`src/rtl/mem_stage_pkg.sv`:
```
// rtl/mem_stage_pkg.sv - memory-stage FSM states and access-size codes
package mem_stage_pkg;

  typedef enum logic [1:0] {
    IDLE = 2'd0,
    REQ  = 2'd1,
    DONE = 2'd2
  } memstate_t;

  // funct3[1:0] selects the access size for both loads and stores
  localparam logic [1:0] SIZE_B = 2'b00;
  localparam logic [1:0] SIZE_H = 2'b01;
  localparam logic [1:0] SIZE_W = 2'b10;

endpackage

```
`src/rtl/rv32i_types.sv`:
```
// rtl/rv32i_types.sv - shared RV32I pipeline types: data word, control/monitor words, load/store funct3
package rv32i_types;

  typedef logic [31:0] rv32i_word;

  // funct3 encodings of the load instructions
  typedef enum logic [2:0] {
    lb  = 3'b000,
    lh  = 3'b001,
    lw  = 3'b010,
    lbu = 3'b100,
    lhu = 3'b101
  } load_funct3_t;

  // funct3 encodings of the store instructions
  typedef enum logic [2:0] {
    sb = 3'b000,
    sh = 3'b001,
    sw = 3'b010
  } store_funct3_t;

  // Control word carried down the pipeline; the memory stage uses
  // data_read, data_write and funct3, the rest rides along to writeback.
  typedef struct packed {
    logic [2:0] funct3;
    logic       data_read;
    logic       data_write;
    logic       regfile_write;
    logic [4:0] rd;
  } rv32i_ctrl_word;

  // Monitor word used by the retirement tracer
  typedef struct packed {
    rv32i_word inst;
    rv32i_word pc;
  } rv32i_mon_word;

endpackage

```
`src/rtl/mem_align.sv`:
```
// rtl/mem_align.sv - byte-enable and store-lane alignment for one data access
module mem_align
  import mem_stage_pkg::*;
(
  input  logic [1:0]  funct3_size_i,
  input  logic [1:0]  addr_lo_i,
  input  logic [31:0] rs2_i,
  output logic [3:0]  mbe_o,
  output logic [31:0] wdata_o
);

  // Misaligned offsets are not trapped: halves ignore addr[0], words ignore both bits
  always_comb begin
    mbe_o   = 4'b1111;
    wdata_o = rs2_i;
    case (funct3_size_i)
      SIZE_B: begin
        mbe_o   = 4'b0001 << addr_lo_i;
        wdata_o = rs2_i << {addr_lo_i, 3'b000};
      end
      SIZE_H: begin
        mbe_o   = addr_lo_i[1] ? 4'b1100 : 4'b0011;
        wdata_o = rs2_i << {addr_lo_i[1], 4'b0000};
      end
      default: begin
        mbe_o   = 4'b1111;
        wdata_o = rs2_i;
      end
    endcase
  end

endmodule

```
`src/rtl/mem_stage.sv`:
```
// rtl/mem_stage.sv - RV32I memory-access stage: request FSM, stall generation, MEM/WB register
module mem_stage
  import rv32i_types::*;
  import mem_stage_pkg::*;
#(
  parameter bit MON_EN = 1'b1
) (
  input  logic           clk,
  input  logic           rst,
  input  logic           in_valid,
  input  rv32i_ctrl_word in_ctrl,
  input  rv32i_mon_word  in_mon,
  input  logic [31:0]    in_alu_out,
  input  logic [31:0]    in_rs2,
  input  logic [31:0]    in_pc_plus4,
  input  logic [31:0]    in_imm,
  input  logic           in_cmp_out,
  input  logic           stall_in,
  output logic           data_read,
  output logic           data_write,
  output logic [31:0]    data_addr,
  output logic [3:0]     data_mbe,
  output logic [31:0]    data_wdata,
  input  logic           data_resp,
  input  logic [31:0]    data_rdata,
  output logic           mem_stall,
  output logic           wb_valid,
  output rv32i_ctrl_word wb_ctrl,
  output rv32i_mon_word  wb_mon,
  output logic [31:0]    wb_alu_out,
  output logic [31:0]    wb_pc_plus4,
  output logic [31:0]    wb_imm,
  output logic [31:0]    wb_rdata,
  output logic           wb_cmp_out,
  output logic [31:0]    wb_mem_addr,
  output logic [31:0]    wb_mem_wdata,
  output logic [3:0]     wb_mem_wmask
);

  logic        memop;
  logic        advance;
  logic [3:0]  al_mbe;
  logic [31:0] al_wdata;
  logic [31:0] req_addr;

  memstate_t   state_q;
  logic        data_read_q;
  logic        data_write_q;
  logic [31:0] data_addr_q;
  logic [3:0]  data_mbe_q;
  logic [31:0] data_wdata_q;
  logic [31:0] hold_q;

  logic [31:0] rdata_d;
  logic [31:0] mon_addr_d;
  logic [31:0] mon_wdata_d;
  logic [3:0]  mon_wmask_d;

  logic           wb_valid_q;
  rv32i_ctrl_word wb_ctrl_q;
  rv32i_mon_word  wb_mon_q;
  logic [31:0]    wb_alu_out_q;
  logic [31:0]    wb_pc_plus4_q;
  logic [31:0]    wb_imm_q;
  logic [31:0]    wb_rdata_q;
  logic           wb_cmp_out_q;
  logic [31:0]    wb_mem_addr_q;
  logic [31:0]    wb_mem_wdata_q;
  logic [3:0]     wb_mem_wmask_q;

  mem_align u_align (
    .funct3_size_i (in_ctrl.funct3[1:0]),
    .addr_lo_i     (in_alu_out[1:0]),
    .rs2_i         (in_rs2),
    .mbe_o         (al_mbe),
    .wdata_o       (al_wdata)
  );

  assign memop    = in_valid && (in_ctrl.data_read || in_ctrl.data_write);
  assign req_addr = {in_alu_out[31:2], 2'b00};

  // The stall lifts in the response cycle itself, so a memop costs issue + response only
  assign mem_stall = memop && !((state_q == REQ && data_resp) || state_q == DONE);
  assign advance   = in_valid && !mem_stall && !stall_in;

  // Request FSM: issue from IDLE, hold in REQ until the response, park in DONE while stalled elsewhere
  always_ff @(posedge clk or posedge rst) begin
    if (rst) begin
      state_q      <= IDLE;
      data_read_q  <= 1'b0;
      data_write_q <= 1'b0;
      data_addr_q  <= '0;
      data_mbe_q   <= '0;
      data_wdata_q <= '0;
      hold_q       <= '0;
    end else begin
      case (state_q)
        IDLE: begin
          if (memop) begin
            data_read_q  <= in_ctrl.data_read;
            data_write_q <= in_ctrl.data_write;
            data_addr_q  <= req_addr;
            data_mbe_q   <= al_mbe;
            data_wdata_q <= al_wdata;
            state_q      <= REQ;
          end
        end
        REQ: begin
          if (data_resp) begin
            data_read_q  <= 1'b0;
            data_write_q <= 1'b0;
            if (stall_in) begin
              hold_q  <= data_rdata;
              state_q <= DONE;
            end else begin
              state_q <= IDLE;
            end
          end
        end
        DONE: begin
          if (!stall_in) begin
            state_q <= IDLE;
          end
        end
        default: begin
          state_q      <= IDLE;
          data_read_q  <= 1'b0;
          data_write_q <= 1'b0;
        end
      endcase
    end
  end

  assign data_read  = data_read_q;
  assign data_write = data_write_q;
  assign data_addr  = data_addr_q;
  assign data_mbe   = data_mbe_q;
  assign data_wdata = data_wdata_q;

  // Load data comes straight off the bus in REQ, or from the hold register after a parked response
  always_comb begin
    rdata_d = '0;
    if (memop && in_ctrl.data_read) begin
      rdata_d = (state_q == DONE) ? hold_q : data_rdata;
    end
  end

  // Monitor view of the access; zero for non-memops, write fields zero for loads
  always_comb begin
    mon_addr_d  = '0;
    mon_wdata_d = '0;
    mon_wmask_d = '0;
    if (MON_EN && memop) begin
      mon_addr_d = req_addr;
      if (in_ctrl.data_write) begin
        mon_wdata_d = al_wdata;
        mon_wmask_d = al_mbe;
      end
    end
  end

  // MEM/WB register: loads on advance, otherwise inserts a bubble with a cleared control word
  always_ff @(posedge clk or posedge rst) begin
    if (rst) begin
      wb_valid_q     <= 1'b0;
      wb_ctrl_q      <= '0;
      wb_mon_q       <= '0;
      wb_alu_out_q   <= '0;
      wb_pc_plus4_q  <= '0;
      wb_imm_q       <= '0;
      wb_rdata_q     <= '0;
      wb_cmp_out_q   <= 1'b0;
      wb_mem_addr_q  <= '0;
      wb_mem_wdata_q <= '0;
      wb_mem_wmask_q <= '0;
    end else if (advance) begin
      wb_valid_q     <= 1'b1;
      wb_ctrl_q      <= in_ctrl;
      wb_mon_q       <= in_mon;
      wb_alu_out_q   <= in_alu_out;
      wb_pc_plus4_q  <= in_pc_plus4;
      wb_imm_q       <= in_imm;
      wb_rdata_q     <= rdata_d;
      wb_cmp_out_q   <= in_cmp_out;
      wb_mem_addr_q  <= mon_addr_d;
      wb_mem_wdata_q <= mon_wdata_d;
      wb_mem_wmask_q <= mon_wmask_d;
    end else begin
      wb_valid_q <= 1'b0;
      wb_ctrl_q  <= '0;
    end
  end

  assign wb_valid     = wb_valid_q;
  assign wb_ctrl      = wb_ctrl_q;
  assign wb_mon       = wb_mon_q;
  assign wb_alu_out   = wb_alu_out_q;
  assign wb_pc_plus4  = wb_pc_plus4_q;
  assign wb_imm       = wb_imm_q;
  assign wb_rdata     = wb_rdata_q;
  assign wb_cmp_out   = wb_cmp_out_q;
  assign wb_mem_addr  = wb_mem_addr_q;
  assign wb_mem_wdata = wb_mem_wdata_q;
  assign wb_mem_wmask = wb_mem_wmask_q;

endmodule
```
`config.mk`:
```
export PLATFORM = sky130hd
export DESIGN_NAME = mem_stage
export DESIGN_NICKNAME = d
export VERILOG_FILES = /design/src/rtl/mem_stage_pkg.sv /design/src/rtl/rv32i_types.sv /design/src/rtl/mem_align.sv /design/src/rtl/mem_stage.sv
export SDC_FILE = /design/constraint.sdc
export NUM_CORES = 1
export LEC_CHECK = 0
export CORE_AREA = 2 2 228 230
export DETAILED_ROUTE_END_ITERATION = 7
export DIE_AREA = 0 0 230 232
export DONT_BUFFER_PORTS = 1
export PLACE_DENSITY_LB_ADDON = 0.1
export RECOVER_POWER = 100
export SLEW_MARGIN = 25
export SYNTH_ARGS = -nofsm -noshare
export SYNTH_HDL_FRONTEND = slang
export SYNTH_SLANG_ARGS = --single-unit
```
`constraint.sdc`:
```
create_clock -name clk -period 18.7 [get_ports clk]
set_input_delay 3.74 -clock clk [delete_from_list [all_inputs] [get_ports clk]]
set_output_delay 3.74 -clock clk [all_outputs]
set_load 0.02 [all_outputs]
```
==> impl_metrics.tcl, run 1 <==
set metrics [dict create \
    grt_pass1_vias 10200 \
    violations "capacitance limit, slew limit" \
    rsz0062_at_grt "false" \
    post-dp-hpwl_um 34300 \
    p_switching_uw 970 \
    crit_arrival_ns 11.92 \
    start_util 0.294 \
    grt_pass1_wl_um 71700 \
    crit_type "in2reg" \
    nets 1584 \
    cts-hold-fix-buffers 0 \
    fin_cells 2052 \
    num_rows 83 \
    clk_path_buf_depth 3 \
    drv_cap 12 \
    startpoint_type "input port" \
    hold_viol_final 0 \
    p_per_area_nw_per_um2 159 \
    drive_above_1_share 0.116 \
    grt_use_total 0.178 \
    num_vias 10000 \
    wl_um 48900 \
    cts.sinks 373 \
    hp-class "reg2reg" \
    post_synth_num_cell_types 40 \
    cts_tree "built" \
    seqPwrFrac 0.566 \
    async_flop_share 1.00 \
    post-route-util 0.330 \
    synth_area_leaders "dfrtp_1, nand2_1, mux2_2" \
    post_drt_via_cell_ratio 4.89 \
    grt_overflow_total 0 \
    worst_slew_pin_slew_ns 4.45 \
    p_int_mw 1.70 \
    worstPathRequired_ns 19.12 \
    synth.most_common_cell "nand2_1" \
    fin_crit_sh 0.615 \
    clock_latency_ns 0.56 \
    vdd_ir_drop_max_mv 0.0647 \
    ctsResizeCount 0 \
    postRouteAntennaNets 0 \
    end_kind "flop" \
    grt_antenna_before_repair 0 \
    fin_tns_setup_ns 0 \
    p_clk_frac 0.315 \
    min_from "hold_q[19]$_DFFE_PP0P_" \
    synthCells 1380 \
    grt_max_degree 101 \
    seq_area_frac_synth 0.623 \
    netSwitchingFraction 0.363 \
    synth_edf_count 0 \
    dp_cells 1977 \
    firstDrtPassIters 4 \
    setup_violations 0 \
    ys_ff_latch 373 \
    die_y_um 232 \
    dieArea_um2 53400 \
    synth_top_flop_cell "dfrtp_1" \
    r2r_slack_ns 9.27 \
    antennaDiodeCount 0 \
    clk_pin_slew_ns 0.06 \
    portBuffers 0 \
    fmax_ghz 0.0870 \
    clockRootBuffer "clkbuf_16" \
    worstPathMaxFanout 87 \
    slew_headroom -1.97 \
    finalWeightedCongestion 0.781 \
    h-tree-depth 2 \
    clock_skew_ns 0.0142 \
    synth-warning-count 0 \
    worstRegToRegCells 7 \
    r2r_start "state_q[0]$_DFFE_PP0P_" \
    numCtsBuffers 44 \
    p_leak_nw 8.16 \
    first_iter_violations 665 \
    core_um2 50900 \
    syn_to_final_growth_pct 12.2 \
    synth_common_cells "nand2_1, dfrtp_1, mux2_2" \
    synth_area_um2 15000 \
    netlist.area_leader.share 0.623 \
    status "complete, but fails checks" \
    hold_depth 1 \
    critPathLaunch "stall_in" \
    finalMaxSlewViolations 850 \
    combPwrFrac 0.118 \
    die_w_um 230 \
    avgSynthCellArea_um2 10.9 \
    fin_crit_ns 11.50 \
    synth_area_leader_cell "dfrtp_1" \
    drc 0 \
    wl_per_cell_um 23.8 \
    cts_setup_buffers 0 \
    ios 585 \
]
[flip-flops by register name, indices dropped and copies added (netlist names), 2 cells and up]
| signal | cells |
|---|---|
| wb_mon | 64 |
| wb_pc_plus4 | 32 |
| wb_mem_wmask | 4 |
| data_mbe | 4 |
| wb_mem_wdata | 32 |
| state_q | 2 |
| wb_alu_out | 32 |
| data_addr | 30 |
| hold_q | 32 |
| wb_mem_addr | 30 |
| wb_rdata | 32 |
| data_wdata | 32 |
| wb_imm | 32 |
| wb_ctrl | 11 |
[kinds of logic after synthesis]
logic type,after synthesis,share of synthesized area
flops,373,0.623
buf+inv,104,0.0354
simple gates,616,0.169
compound gates,176,0.0926
mux,110,0.0800
other cells,1,0.000250
[critical path, cell delays in order]
cell and delay [ns]:
nand2b_1 0.14, a31o_1 1.68, clkinvlp_2 3.55, clkbuf_1 1.96, nand2_1 0.57, nand2_1 0.09
[placed cells by master, fill, tap and decap left out, types with 17 or more instances in the layout]
cell type / n
o31ai_1: 41
mux2_2: 78
dfrtp_1: 373
nand2_1: 538
mux2i_1: 32
o21ai_0: 21
a22o_1: 70
clkbuf_1: 17
clkbuf_16: 44
[layer usage]
metal | up-vias | GRT usage | part of all wire
met3 | 64 | 0.0846 | 0.11
met4 | 0 | 0.0488 | 0.023
met2 | 408 | 0.292 | 0.48
met5 | - | 0 | 0
li1 | 4554 | - | -
met1 | 5001 | 0.208 | 0.38
[path summary, 6_finish.rpt]
kind	end
worst max-delay path	wb_mon[52]$_DFFE_PP0P_
worst min-delay path	hold_q[19]$_DFFE_PP0P_
worst max register to register	wb_mon[52]$_DFFE_PP0P_
worst min register to register	hold_q[19]$_DFFE_PP0P_
max in group asynchronous	wb_ctrl[5]$_DFF_PP0_
min in group asynchronous	wb_imm[11]$_DFFE_PP0P_
[area by class of cell]
cell class              count  area, um^2
clock buffers              64        1300
clock inverters            11         124
fillers                  5155       34100
inverters                   4        17.5
multi-input cells         906        5110
flip-flops and latches    373        9330
well taps                 680         851
repair buffers             14        71.3
[power groups by stage]
stage	logic, mW	clock network, mW	registers (mW)
6_report	0.316	0.844	1.51
3_5_place_dp	0.318	0	1.54
3_3_place_gp	0.307	0	1.54
4_1_cts	0.319	0.875	1.52
5_1_grt	0.369	0.913	1.54
2_1_floorplan	0.274	0	1.43
[metrics by stage]
step | hold slack, ns | area (um^2) | power [mW] | setup WS, ns
global route | 0.508 | 16800 | 2.83 | 6.30
finish | 0.503 | 16800 | 2.67 | 7.20
global placement | 0.486 | 15500 | 1.84 | 10.68
detailed placement | 0.492 | 15500 | 1.85 | 10.68
floorplan | 0.479 | 15000 | 1.70 | 4.60
CTS | 0.505 | 16900 | 2.72 | 10.67
No activity file was read; power rests on OpenSTA's default activity.
==> run 2, diff against run 1 <==
==> constraint.sdc (replaced) <==
create_clock -name clk -period 10.3 [get_ports clk]
set_input_delay 2.06 -clock clk [delete_from_list [all_inputs] [get_ports clk]]
set_output_delay 2.06 -clock clk [all_outputs]
set_load 0.02 [all_outputs]
==> run 2 against run 1 <==
Effect of this change:
- the flow still finishes with violations (capacitance limit, slew limit)
- combinational power grew 78%
- via count shrank 0.56%
- cell count is essentially flat
- register-to-register slack lost 4.4 ns
- die area is the same
- critical path type is now in2async
- critical endpoint is now wb_mem_addr[2]$_DFFE_PP0P_
- largest power group unchanged
- highest routed layer unchanged
==> impl_metrics.tcl, run 2 (same netlist as run 1, synthesis figures left out) <==
set metrics [dict create \
    startpoint_type "input port" \
    drc 0 \
    rsz0062_at_grt "false" \
    p_leak_nw 8.20 \
    clk_path_buf_depth 3 \
    h-tree-depth 2 \
    drv_cap 7 \
    clockRootBuffer "clkbuf_16" \
    register_area_um2 9330 \
    seqPwrFrac 0.564 \
    fin_tns_setup_ns 0 \
    slowest_stage "clkbuf_1" \
    nFillCells 5166 \
    fmax_ghz 0.156 \
    grt_use_total 0.179 \
    fin_crit_sh 0.622 \
    grt_max_degree 154 \
    vdd_ir_drop_max_mv 0.105 \
    clk_pin_slew_ns 0.06 \
    numCtsBuffers 43 \
    grt_overflow_total 0 \
    violations "capacitance limit, slew limit" \
    fin_crit_ns 6.41 \
    nets 1582 \
    num_vias 9971 \
    p_clk_frac 0.321 \
    hp-class "reg2reg" \
    first_iter_violations 704 \
    critical_path.top_delay_family "buffers and inverters" \
    firstDrtPassIters 5 \
    cts.sinks 373 \
    antennaDiodeCount 0 \
    grt_antenna_before_repair 0 \
    netSwitchingFraction 0.361 \
    postRouteAntennaNets 0 \
    start_util 0.294 \
    place_area_um2 15500 \
    p_int_mw 3.12 \
    wl_um 49000 \
    crit_type "in2async" \
    multi_input_area_um2 5090 \
    clock_latency_ns 0.55 \
    dieArea_um2 53400 \
    die_w_um 230 \
    worstPathRequired_ns 9.91 \
    syn_to_final_growth_pct 12.5 \
    status "complete, but fails checks" \
    finalMaxSlewViolations 444 \
    setup_violations 0 \
    cts-hold-fix-buffers 0 \
    hold_viol_final 0 \
    mostFrequentLayoutCells "nand2_1, dfrtp_1, mux2_2" \
    design_area_um2 16800 \
    cts_tree "built" \
    clock_skew_ns 0.00713 \
    crit_arrival_ns 6.02 \
    post_drt_via_cell_ratio 4.86 \
    ios 585 \
    layout_commonest_cell "nand2_1" \
    cts_setup_buffers 0 \
    ctsResizeCount 0 \
    path_buf_inv 3 \
    path_cells "clkinvlp_2 -> buf_12 -> clkbuf_1" \
    die_y_um 232 \
    core_um2 50900 \
    grt_pass1_vias 9974 \
    drive_above_1_share 0.119 \
    grt_pass1_wl_um 71700 \
    portBuffers 0 \
    p_switching_mw 1.76 \
    num_rows 83 \
    finalWeightedCongestion 0.791 \
    combPwrFrac 0.115 \
    end_kind "async pin" \
    cp_slowest_stage_delay_ns 3.15 \
    largest_reg_flops 64 \
    p_per_area_nw_per_um2 290 \
    post-dp-hpwl_um 34100 \
    worstPathMaxFanout 143 \
    wl_per_cell_um 23.9 \
    worst_slew_pin_slew_ns 4.41 \
    slew_headroom -1.94 \
]
[run 2: worst paths after layout]
kind	from	to	slack [ns]	cells after the start
max in group clk	stall_in	wb_rdata[7]$_DFFE_PP0P_	4.49	5
min in group asynchronous	rst	wb_rdata[13]$_DFFE_PP0P_	1.62	2
min	hold_q[15]$_DFFE_PP0P_	hold_q[15]$_DFFE_PP0P_	0.50	1
max reg2reg	state_q[0]$_DFFE_PP0P_	wb_rdata[7]$_DFFE_PP0P_	4.84	6
max	rst	wb_mem_addr[2]$_DFFE_PP0P_	3.89	3
min reg2reg	hold_q[15]$_DFFE_PP0P_	hold_q[15]$_DFFE_PP0P_	0.50	1
[run 2: stage by stage]
stage | hold WS, ns | setup WS [ns] | util | instances | total power [mW]
floorplan | 0.479 | 3.23 | - | 1383 | 3.09
global route | 0.511 | 2.92 | 0.331 | 2053 | 5.15
finish | 0.502 | 3.89 | 0.331 | 2053 | 4.89
global placement | 0.486 | 5.24 | 0.304 | 1976 | 3.35
detailed placement | 0.492 | 5.22 | 0.304 | 1976 | 3.37
CTS | 0.506 | 5.61 | 0.333 | 2053 | 4.98
[run 2: layout make-up]
cell class / count / area share
clock buffers: 64 / 0.0782
clock inverters: 13 / 0.00832
inverters: 4 / 0.00126
multi-input cells: 906 / 0.302
flip-flops and latches: 373 / 0.554
well taps: 680 / 0.0505
repair buffers: 13 / 0.00550
[run 2: routing by layer]
| metal | GRT usage | vias up | share of wire |
|---|---|---|---|
| li1 | - | 4540 | - |
| met1 | 0.205 | 4987 | 0.37 |
| met2 | 0.293 | 391 | 0.49 |
| met3 | 0.0957 | 53 | 0.13 |
| met4 | 0.0407 | 0 | 0.018 |
| met5 | 0 | - | 0 |
[run 2: power by group through the flow]
| stage | registers (mW) | logic (mW) | clock network [mW] |
|---|---|---|---|
| floorplan | 2.59 | 0.497 | 0 |
| global placement | 2.80 | 0.555 | 0 |
| detailed placement | 2.79 | 0.578 | 0 |
| CTS | 2.77 | 0.577 | 1.63 |
| global route | 2.81 | 0.658 | 1.68 |
| finish | 2.76 | 0.561 | 1.57 |
==> run 3, diff against run 2 <==
==> constraint.sdc (replaced) <==
create_clock -name clk -period 6.4 [get_ports clk]
set_input_delay 1.28 -clock clk [delete_from_list [all_inputs] [get_ports clk]]
set_output_delay 1.28 -clock clk [all_outputs]
set_load 0.02 [all_outputs]
==> run 3 against run 2 <==
Effect of this change:
- the run still ends with capacitance limit, slew limit left
- utilization up 0.061 points
- design area grew 0.19%
- non-clock buffer count increased by 1
- clock power rose by 60%
- via count up 0.88%
- first-iteration DRC count down 6.1%
- wire length is 0.85% higher
- total power is 61% higher
- register-to-register slack lost 3.2 ns
- die area unchanged
- critical path depth grew 2
==> impl_metrics.tcl, run 3 (same netlist as run 1, synthesis figures left out) <==
set metrics [dict create \
    post-dp-hpwl_um 34700 \
    die_y_um 232 \
    largest_reg_flops 64 \
    clockRootBuffer "clkbuf_16" \
    antennaDiodeCount 0 \
    clk_path_buf_depth 3 \
    grt_pass1_vias 10200 \
    p_leak_nw 8.19 \
    hold_viol_final 0 \
    die_w_um 230 \
    fin_tns_setup_ns 0 \
    h-tree-depth 2 \
    firstDrtPassIters 5 \
    post_drt_via_cell_ratio 4.89 \
    layout_commonest_cell "nand2_1" \
    setup_violations 0 \
    crit_arrival_ns 5.23 \
    multi_input_area_um2 5120 \
    grt_antenna_before_repair 0 \
    grt_overflow_total 0 \
    finalMaxSlewViolations 302 \
    grt_use_total 0.179 \
    pre_cts_ws_ns 2.54 \
    fin_crit_ns 4.79 \
    clk_pin_slew_ns 0.05 \
    cts-hold-fix-buffers 0 \
    drv_cap 8 \
    register_area_um2 9330 \
    wl_per_cell_um 24.0 \
    cts_tree "built" \
    ios 585 \
    hp-class "reg2reg" \
    syn_to_final_growth_pct 12.7 \
    clock_skew_ns 0.0139 \
    hold-worst-slack_ns 0.501 \
    status "complete, but fails checks" \
    slew_headroom -0.584 \
    portBuffers 0 \
    startpoint_type "input port" \
    first_iter_violations 661 \
    num_vias 10100 \
    drc 0 \
    drive_above_1_share 0.118 \
    start_util 0.294 \
    violations "capacitance limit, slew limit" \
    clock_latency_ns 0.56 \
    fmax_ghz 0.209 \
    worstPathRequired_ns 6.84 \
    worst_slew_pin_slew_ns 2.38 \
    post-route-util 0.332 \
    num_rows 83 \
    fin_crit_sh 0.748 \
    core_um2 50900 \
    end_kind "flop" \
    vdd_ir_drop_max_mv 0.179 \
    numCtsBuffers 44 \
    nFillCells 5215 \
    crit_type "in2reg" \
    nets 1584 \
    ctsResizeCount 0 \
    rsz0062_at_grt "false" \
    cts.sinks 373 \
    grt_max_degree 199 \
    dieArea_um2 53400 \
    setup_ws_ns 1.61 \
    mostFrequentLayoutCells "nand2_1, dfrtp_1, mux2_2" \
    cts_setup_buffers 0 \
    worstPathMaxFanout 44 \
    wl_um 49400 \
    grt_pass1_wl_um 71600 \
    postRouteAntennaNets 0 \
    finalWeightedCongestion 0.796 \
    p_per_area_nw_per_um2 466 \
]
## run 3: final timing paths
check	from	to	slack, ns	cells past startpoint
min in group asynchronous	rst	wb_rdata[14]$_DFFE_PP0P_	0.99	1
setup reg to reg	state_q[0]$_DFFE_PP0P_	wb_ctrl[2]$_DFF_PP0_	1.68	6
hold / removal	hold_q[12]$_DFFE_PP0P_	hold_q[12]$_DFFE_PP0P_	0.50	1
max in group asynchronous	rst	wb_mem_wdata[21]$_DFFE_PP0P_	2.55	2
setup / recovery	in_ctrl[7]	data_wdata[5]$_DFFE_PP0P_	1.61	5
hold reg to reg	hold_q[12]$_DFFE_PP0P_	hold_q[12]$_DFFE_PP0P_	0.50	1
## run 3: critical path: stages
cell and delay (ns):
o21ai_0 0.46, or3_1 1.68, clkbuf_1 1.31, nor2_4 0.19, a22o_1 0.26
## run 3: layer usage
metal  up-vias  GRT usage  part of all wire
met2       407      0.297              0.49
met3        75     0.0842              0.12
met5         -          0                 0
met1      5028      0.203              0.37
met4         0     0.0550             0.026
li1       4549          -                 -
## run 3: where the power goes
group	switching [mW]	internal (mW)	total [mW]
sequential	1.39	3.04	4.44
clock	1.02	1.49	2.51
combinational	0.468	0.445	0.913
## run 3: through the flow
stage	cells	cell area [um^2]	power, mW
after global placement	1977	15500	5.41
after detailed placement	1977	15500	5.43
final	2058	16900	7.86
after floorplan	1383	15000	4.97
after CTS	2058	16900	7.99
after global routing	2058	16900	8.26
## run 3: layout make-up
| type | count | area share |
|---|---|---|
| inverter | 4 | 0.00126 |
| tap | 680 | 0.0504 |
| timing repair buffer | 14 | 0.00712 |
| multi-input combinational | 906 | 0.303 |
| clock inverter | 15 | 0.00993 |
| clock buffer | 66 | 0.0749 |
| sequential | 373 | 0.553 |
